==> config.mk <==
export PLATFORM = sky130hd
export DESIGN_NAME = unit_cmd_responder_flat
export DESIGN_NICKNAME = d
export VERILOG_FILES = /design/src/rtl/unit_cmd_responder_if.sv /design/src/rtl/unit_cmd_responder.sv /design/src/flat_wrapper.sv
export SDC_FILE = /design/constraint.sdc
export NUM_CORES = 1
export LEC_CHECK = 0
export ABC_CLOCK_PERIOD_IN_PS = 1900
export CORE_UTILIZATION = 45
export DETAILED_ROUTE_END_ITERATION = 7
export MAX_ROUTING_LAYER = met4
export PLACE_DENSITY = 0.76
export SYNTH_ARGS = -nofsm -noshare
export SYNTH_HDL_FRONTEND = slang
export SYNTH_SLANG_ARGS = --single-unit
==> constraint.sdc <==
create_clock -name clk -period 1.9 [get_ports clk]
set_clock_uncertainty 0.15 [all_clocks]
set_input_delay 0.19 -clock clk [delete_from_list [all_inputs] [get_ports clk]]
set_output_delay 0.19 -clock clk [all_outputs]
set_load 0.005 [all_outputs]
==> src/rtl/unit_cmd_responder_if.sv <==
// Control-packet, local-memory and compute-core signals seen by one processing unit's responder.
// slave is the responder side; master is the controller/memory/core side.
interface unit_cmd_responder_if #(
    parameter int CNT_W = 16
) ();
    logic [5:0]       ctrl_encoded;
    logic [7:0]       ctrl_data;
    logic             unit_ready;
    logic             unit_done;
    logic             mem_req;
    logic             mem_we;
    logic [6:0]       mem_addr;
    logic             mem_ack;
    logic             comp_start;
    logic [1:0]       comp_type;
    logic [3:0]       comp_len;
    logic             comp_done;
    logic             err_timeout;
    logic [CNT_W-1:0] cmd_count;

    modport slave (
        input  ctrl_encoded, ctrl_data, mem_ack, comp_done,
        output unit_ready, unit_done, mem_req, mem_we, mem_addr,
               comp_start, comp_type, comp_len, err_timeout, cmd_count
    );

    modport master (
        output ctrl_encoded, ctrl_data, mem_ack, comp_done,
        input  unit_ready, unit_done, mem_req, mem_we, mem_addr,
               comp_start, comp_type, comp_len, err_timeout, cmd_count
    );
endinterface

==> src/rtl/unit_cmd_responder.sv <==
// Processing-unit endpoint: qualifies a control packet against UNIT_ID and sequences
// the commanded load/store beats or compute-core run, reporting ready/done status.
//
// state       | meaning
// IDLE        | ready, waiting for a packet addressed to this unit
// XFER        | issuing memory beats, one per mem_ack
// COMP_START  | single-cycle compute start pulse
// COMP_WAIT   | waiting for comp_done
// DONE        | one-cycle completion pulse, bump cmd_count
// HOLD        | wait for the controller to withdraw the packet
module unit_cmd_responder #(
    parameter logic [1:0] UNIT_ID        = 2'd0,
    parameter int         TIMEOUT_CYCLES = 1024,
    parameter int         CNT_W          = 16
) (
    input  logic                 clk,
    input  logic                 rst_n,
    unit_cmd_responder_if.slave  bus
);
    localparam int              TMO_W    = $clog2(TIMEOUT_CYCLES);
    localparam logic [TMO_W-1:0] TMO_LAST = TMO_W'(TIMEOUT_CYCLES - 1);
    localparam logic [1:0]      OP_NOP   = 2'b00;
    localparam logic [1:0]      OP_STORE = 2'b10;
    localparam logic [1:0]      OP_COMP  = 2'b11;

    typedef enum logic [2:0] {
        S_IDLE, S_XFER, S_COMP_START, S_COMP_WAIT, S_DONE, S_HOLD
    } state_t;

    state_t           state_q, state_d;
    logic [1:0]       op_q, op_d;
    logic [1:0]       ctype_q, ctype_d;
    logic [3:0]       addr_q, addr_d;
    logic [3:0]       len_q, len_d;
    logic [2:0]       beat_q, beat_d;
    logic [TMO_W-1:0] tmo_q, tmo_d;
    logic             err_q, err_d;
    logic [CNT_W-1:0] cnt_q, cnt_d;

    logic accept;
    logic last_beat;
    logic tmo_hit;

    assign accept = (bus.ctrl_encoded[5:4] == UNIT_ID) &&
                    (bus.ctrl_encoded[3:2] != OP_NOP) &&
                    bus.ctrl_data[3];
    assign last_beat = ({1'b0, beat_q} == (len_q - 4'd1));
    assign tmo_hit   = (tmo_q == TMO_LAST);

    always_ff @(posedge clk or negedge rst_n) begin
        if (!rst_n) begin
            state_q <= S_IDLE;
            op_q    <= '0;
            ctype_q <= '0;
            addr_q  <= '0;
            len_q   <= '0;
            beat_q  <= '0;
            tmo_q   <= '0;
            err_q   <= 1'b0;
            cnt_q   <= '0;
        end else begin
            state_q <= state_d;
            op_q    <= op_d;
            ctype_q <= ctype_d;
            addr_q  <= addr_d;
            len_q   <= len_d;
            beat_q  <= beat_d;
            tmo_q   <= tmo_d;
            err_q   <= err_d;
            cnt_q   <= cnt_d;
        end
    end

    always_comb begin
        state_d = state_q;
        op_d    = op_q;
        ctype_d = ctype_q;
        addr_d  = addr_q;
        len_d   = len_q;
        beat_d  = beat_q;
        tmo_d   = tmo_q;
        err_d   = err_q;
        cnt_d   = cnt_q;

        case (state_q)
            S_IDLE: begin
                if (accept) begin
                    op_d    = bus.ctrl_encoded[3:2];
                    ctype_d = bus.ctrl_encoded[1:0];
                    addr_d  = bus.ctrl_data[7:4];
                    len_d   = {1'b0, bus.ctrl_data[2:0]} + 4'd1;
                    beat_d  = '0;
                    tmo_d   = '0;
                    err_d   = 1'b0;
                    state_d = (bus.ctrl_encoded[3:2] == OP_COMP) ? S_COMP_START : S_XFER;
                end
            end
            S_XFER: begin
                // Progress takes priority over an expiring timeout.
                if (bus.mem_ack) begin
                    tmo_d = '0;
                    if (last_beat) begin
                        state_d = S_DONE;
                    end else begin
                        beat_d = beat_q + 3'd1;
                    end
                end else if (tmo_hit) begin
                    err_d   = 1'b1;
                    state_d = S_DONE;
                end else begin
                    tmo_d = tmo_q + TMO_W'(1);
                end
            end
            S_COMP_START: begin
                state_d = S_COMP_WAIT;
            end
            S_COMP_WAIT: begin
                if (bus.comp_done) begin
                    tmo_d   = '0;
                    state_d = S_DONE;
                end else if (tmo_hit) begin
                    err_d   = 1'b1;
                    state_d = S_DONE;
                end else begin
                    tmo_d = tmo_q + TMO_W'(1);
                end
            end
            S_DONE: begin
                cnt_d   = cnt_q + CNT_W'(1);
                state_d = S_HOLD;
            end
            S_HOLD: begin
                // A packet still present after completion must not run twice.
                if (!accept) begin
                    state_d = S_IDLE;
                end
            end
            default: begin
                state_d = S_IDLE;
            end
        endcase
    end

    assign bus.unit_ready  = (state_q == S_IDLE);
    assign bus.unit_done   = (state_q == S_DONE);
    assign bus.mem_req     = (state_q == S_XFER);
    assign bus.mem_we      = (state_q == S_XFER) && (op_q == OP_STORE);
    assign bus.mem_addr    = {addr_q, beat_q};
    assign bus.comp_start  = (state_q == S_COMP_START);
    assign bus.comp_type   = ctype_q;
    assign bus.comp_len    = len_q;
    assign bus.err_timeout = err_q;
    assign bus.cmd_count   = cnt_q;
endmodule

==> src/flat_wrapper.sv <==
// flat-port wrapper written by rule: the top's interface ports become plain ports
module unit_cmd_responder_flat 
#(
    parameter logic [1:0] UNIT_ID        = 2'd0,
    parameter int         TIMEOUT_CYCLES = 1024,
    parameter int         CNT_W          = 16
)
  (clk, rst_n, bus_ctrl_encoded, bus_ctrl_data, bus_mem_ack, bus_comp_done, bus_unit_ready, bus_unit_done, bus_mem_req, bus_mem_we, bus_mem_addr, bus_comp_start, bus_comp_type, bus_comp_len, bus_err_timeout, bus_cmd_count);
  unit_cmd_responder_if #(.CNT_W(CNT_W)) bus_i ();
  input  logic clk;
  input  logic rst_n;
  input wire logic [$bits(bus_i.ctrl_encoded)-1:0] bus_ctrl_encoded;
  input wire logic [$bits(bus_i.ctrl_data)-1:0] bus_ctrl_data;
  input wire logic [$bits(bus_i.mem_ack)-1:0] bus_mem_ack;
  input wire logic [$bits(bus_i.comp_done)-1:0] bus_comp_done;
  output wire logic [$bits(bus_i.unit_ready)-1:0] bus_unit_ready;
  output wire logic [$bits(bus_i.unit_done)-1:0] bus_unit_done;
  output wire logic [$bits(bus_i.mem_req)-1:0] bus_mem_req;
  output wire logic [$bits(bus_i.mem_we)-1:0] bus_mem_we;
  output wire logic [$bits(bus_i.mem_addr)-1:0] bus_mem_addr;
  output wire logic [$bits(bus_i.comp_start)-1:0] bus_comp_start;
  output wire logic [$bits(bus_i.comp_type)-1:0] bus_comp_type;
  output wire logic [$bits(bus_i.comp_len)-1:0] bus_comp_len;
  output wire logic [$bits(bus_i.err_timeout)-1:0] bus_err_timeout;
  output wire logic [$bits(bus_i.cmd_count)-1:0] bus_cmd_count;
  assign bus_i.ctrl_encoded = bus_ctrl_encoded;
  assign bus_i.ctrl_data = bus_ctrl_data;
  assign bus_i.mem_ack = bus_mem_ack;
  assign bus_i.comp_done = bus_comp_done;
  assign bus_unit_ready = bus_i.unit_ready;
  assign bus_unit_done = bus_i.unit_done;
  assign bus_mem_req = bus_i.mem_req;
  assign bus_mem_we = bus_i.mem_we;
  assign bus_mem_addr = bus_i.mem_addr;
  assign bus_comp_start = bus_i.comp_start;
  assign bus_comp_type = bus_i.comp_type;
  assign bus_comp_len = bus_i.comp_len;
  assign bus_err_timeout = bus_i.err_timeout;
  assign bus_cmd_count = bus_i.cmd_count;
  unit_cmd_responder #(.UNIT_ID(UNIT_ID), .TIMEOUT_CYCLES(TIMEOUT_CYCLES), .CNT_W(CNT_W)) u_core (.clk(clk), .rst_n(rst_n), .bus(bus_i));
endmodule
## After elaboration in Yosys (flattened, before gate mapping)

Index checks and enable logic that the tools add are counted.

| word-level totals | value |
|---|---|
| bits in registers | 45 |
| bits of input ports | 18 |
| output and inout bits | 35 |
| word-level logic and storage cells | 65 |

| cells by class | value |
|---|---|
| add/subtract/negate cells | 5 |
| equal/unequal tests | 16 |
| muxes and demuxes | 22 |
| reductions and logical operators | 13 |

Operators with widths:

| cell | count |
|---|---|
| $mux W10 | 4 |
| $pmux W10 S3 | 1 |
| $mux W3 | 9 |
| $pmux W3 S6 | 1 |
| $add A16 B1 Y16 const B | 1 |
| $add A10 B1 Y10 const B | 1 |
| $eq A10 B10 Y1 const B | 1 |
| $ne A2 B2 Y1 const B | 5 |
| $reduce_and A4 Y1 | 2 |
| $eq A3 B2 Y1 const B | 2 |
| $eq A3 B3 Y1 const B | 2 |
| $pmux W3 S2 | 1 |
| $add A3 B1 Y4 const B | 1 |
| $eq A2 B2 Y1 const B | 2 |
| $eq A3 B4 Y1 | 1 |
| $mux W1 | 4 |
| $reduce_and A2 Y1 | 2 |
| $reduce_bool A2 Y1 | 2 |
| $sub A4 B1 Y4 const B | 1 |
| $add A3 B1 Y3 const B | 1 |
| $eq A3 B1 Y1 const B | 1 |
| $logic_and A1 B1 Y1 | 3 |
| $logic_not A3 Y1 | 1 |
| $ne A3 B2 Y1 const B | 1 |
| other kinds (6) | 6 |

## Longest topological paths before layout

| depth | value |
|---|---|
| depth after elaboration | 5 |
| mapped depth | 6 |

## Worst setup path before layout

Ideal clock, no wire load.

| timing path | value |
|---|---|
| path kind | flip-flop to flip-flop |
| start point | register u_core.state_q[1] |
| end point | register u_core.cnt_q[14], in the netlist u_core.bus.cmd_count[14] |
| setup time | 123 ps |
| arrival | 1,570 ps |
| path slack | 57 ps |
| cell stages (with the launch flop) | 7 |
| path buffers | 2 |
| clock period less this slack | 1,843 ps |
| cell sequence | dfrtp_1 -> buf_6 -> or3b_1 -> buf_6 -> nor4_4 -> nand3_1 -> xnor2_1 |

| between the ends | value |
|---|---|
| word-level cells in the longest chain between the ends | 1 |

Ends and longest elaborated chain:

| what | RTL line | text |
|---|---|---|
| start, declared | unit_cmd_responder.sv:30 | `state_t state_q, state_d;` |
| start signal, assigned | unit_cmd_responder.sv:62 | `state_q <= state_d;` |
| $eq A3 B3 Y1 | unit_cmd_responder.sv:85 | `case (state_q)` |
| end signal, assigned | unit_cmd_responder.sv:70 | `cnt_q <= cnt_d;` |
| end, declared | unit_cmd_responder.sv:38 | `logic [CNT_W-1:0] cnt_q, cnt_d;` |

Every way passes these cells.
A chain may end at the register's enable or synchronous reset.

## Worst setup path in the final report

| timing path | value |
|---|---|
| start point | register u_core.len_q[1], in the netlist u_core.bus.comp_len[1] |
| end point | register u_core.beat_q[1] |

| between the ends | value |
|---|---|
| word-level cells in the longest chain between the ends | 4 |

Ends and longest elaborated chain:

| what | RTL line | text |
|---|---|---|
| start, declared | unit_cmd_responder.sv:34 | `logic [3:0] len_q, len_d;` |
| start signal, assigned | unit_cmd_responder.sv:66 | `len_q <= len_d;` |
| $sub A4 B1 Y4 | unit_cmd_responder.sv:47 | `assign last_beat = ({1'b0, beat_q} == (len_q - 4'd1));` |
| $eq A3 B4 Y1 | unit_cmd_responder.sv:47 |  |
| $ne A2 B2 Y1 (no line) | n/a |  |
| $reduce_and A4 Y1 (no line) | n/a |  |
| end signal, assigned | unit_cmd_responder.sv:67 | `beat_q <= beat_d;` |
| end, declared | unit_cmd_responder.sv:35 | `logic [2:0] beat_q, beat_d;` |

Every way passes these cells.

==> flow_summary.yaml <==
route:
  routedWlPerCell_um: 13.9
  vias_per_cell: 5.33
  via_count: 1947
  first_iter_violations: 40
  postRouteAntennaNets: 0
  dr.pass1.iters: 4
  wl_mm: 5.06
  drc: 0
setup_path:
  critPathKind: "flop to flop"
  worstPathRequired_ns: 1.96
  endpoint_kind: "flop"
  r2r_end: "u_core.beat_q[1]"
  crit_path_start_kind: "flop"
  worstRegToRegCells: 6
  ff2ff_setup_slack_ns: 0.07
  r2r_start: "u_core.bus.comp_len[1]"
  critPathMaxFanout: 5
  crit_arrival_ns: 1.89
timing:
  report.final.slew_viol_count: 0
  whs_ns: 0.272
  finalCritPeriodShare_pct: 96.4
  min_period_ns: 1.83
  hold_viol_final: 0
  setup_tns_ns: 0
  maxSlewHeadroom_pct: 62.1
  setup_viol: 0
  final.setup.worst_slack_ns: 0.0682
  tightest_slew_ns: 0.568
  fmax_mhz: 546
  grt_setup_unrepaired: "yes"
pwr:
  ir_worst_vdd_v: 0.000722
  p_seq_share_pct: 35.7
  p_int_mw: 2.71
  power_switching_share_pct: 32.9
  p_per_area_nw_per_um2: 1220
  p_total_mw: 4.04
  power.leakage_nw: 1.52
  pwr-share-comb_pct: 45.7
  clkPwrFrac_pct: 18.6
  switchingPower_mw: 1.33
cts:
  path_clk_slew_ns: 0.09
  cts_tree: "done"
  cts_max_path_buffers: 2
  cts_buffers: 5
  clk_latency_ns: 0.30
  cts_sinks: 45
  h-tree-depth: 2
  cts-root-buf: "clkbuf_8"
yosys:
  syn_area_um2: 2340
  yosysWarnings: 0
  synth_area_per_cell_um2: 10.6
  synth_edf_count: 0
  synth_common_cells: "dfrtp_1 (45), nand2_1 (21), nor2_1 (14)"
  netlist.top_cell.by_area: "dfrtp_1"
  syn_inst: 222
  synth_ff_type: "dfrtp_1"
  synth.most_common_cell: "dfrtp_1"
  synthesis.nets: 245
  netlist.area_leader.share_pct: 48.0
  yosysUniqueCellTypes: 53
  synth-seq-cells: 45
  async_reset_ff_share_pct: 100
  synthTopCellsByArea: "dfrtp_1 (48%), mux2_2 (4.3%), xnor2_1 (4.1%)"
  yosysSeqAreaShare_pct: 48.0
status:
  status: "finished clean"
floorplanning:
  die-area_um2: 5500
  io_pins: 53
  die_y_um: 74.2
  core-area_um2: 4880
  rows: 25
  initial_core_util_pct: 48.1
  fp.dieW_um: 74.2
finish:
  multi_input_area_um2: 1210
  drive_gt1_share_pct: 22.1
  regArea_um2: 1130
  synthToLayoutAreaGrowth_pct: 40.9
  num_antenna_cells: 0
  fin_nets: 320
  fill_cells: 413
  layout.cells.non_filler: 365
placed_design:
  placedCellCount: 352
  pre_cts_slack_ns: -0.0188
  place_congestion: 0.885
  place_hpwl_mm: 3.67
  numPortBuffers: 52
global_routing:
  grt_usage_pct: 21.6
  grt_pass1_wl_mm: 8.75
  grt_pass1_vias: 1830
  grt_max_degree: 24
  antenna_found_initial: 0
  grt-ovfl-total: 0
flow_run:
  max_cap_viol_count: 0
hold_path:
  hold_path.class: "primary input to async pin"
## through the flow
| stage | area [µm²] | util (%) |
|---|---|---|
| after floorplan | 2340 | - |
| after global placement | 3070 | 62.8 |
| after detailed placement | 3070 | 62.8 |
| after CTS | 3230 | 66.3 |
| after global routing | 3300 | 67.7 |
| final | 3300 | 67.7 |
## routing by layer
layer	vias to the layer above	GRT usage (%)	wire, µm
li1	954	-	-
met5	-	-	0
met4	0	6.41	57
met2	53	35.8	2550
met1	933	27.4	2260
met3	7	3.12	197
## state kept, by name (all words and copies together), names as in the netlist
signal,count
u_core.bus.cmd_count,16
u_core.bus.err_timeout,1
u_core.bus.comp_len,4
u_core.bus.comp_type,2
u_core.addr_q,4
u_core.op_q,2
u_core.beat_q,3
u_core.state_q,3
u_core.tmo_q,10
## cells in the final DEF (no fill, tap or decap), types with 7 or more instances in the layout
cell type | synthesis | layout
clkdlybuf4s50_1 | 0 | 46
dfrtp_1 | 45 | 44
nand2_1 | 21 | 21
buf_4 | 0 | 19
nor2_1 | 14 | 13
nand3_1 | 10 | 10
xnor2_1 | 11 | 10
a21oi_1 | 10 | 10
mux2_2 | 9 | 9
xor2_1 | 8 | 7
## power groups by stage
stage | clock, mW | combinational (mW) | sequential, mW
floorplan | 0 | 0.851 | 1.42
global placement | 0 | 1.57 | 1.44
detailed placement | 0 | 1.63 | 1.45
CTS | 0.766 | 1.70 | 1.44
global route | 0.807 | 2.04 | 1.49
finish | 0.752 | 1.84 | 1.44
## critical path, cell delays in order (launching register included)
cell and delay, ns:
dfrtp_1 0.41, inv_1 0.09, ha_4 0.28, xor2_2 0.14
o211ai_1 0.17, o211ai_4 0.28, mux2i_1 0.23
## cell families after synthesis
group,synth area share [%]
fa+ha+maj,2.67
buf+inv,3.36
compound gates,12.4
xor+xnor,7.10
flops,48.0
simple gates,20.2
mux,6.24
## what timing repair did
item	in CTS	in global routing
pin swaps	3	4
buffers inserted	2	2
hold endpoints to repair	22	0
endpoints found under the setup margin	8	9
hold buffers	1	0
gates resized for setup	16	11
## area by class of cell
class / instances / area share (%)
multi-input cells: 161 / 36.7
flip-flops and latches: 45 / 34.1
repair buffers: 77 / 22.3
well taps: 67 / 2.54
clock buffers: 6 / 2.50
clock inverters: 2 / 1.14
inverters: 7 / 0.795
## worst max path at each step
stage	start	endpoint	slack, ns	cells after the start
detailed placement	u_core.state_q[1]	u_core.bus.cmd_count[8]	-0.02	5
CTS	u_core.state_q[2]	bus_comp_start	-0.07	4
floorplan	u_core.state_q[1]	u_core.bus.cmd_count[14]	0.06	6
global placement	bus_ctrl_data[3]	u_core.tmo_q[6]	0.04	5
global route	u_core.bus.comp_len[1]	u_core.beat_q[1]	-0.08	6
finish	u_core.bus.comp_len[1]	u_core.beat_q[1]	0.07	6
(Power assumes the default switching activity.)
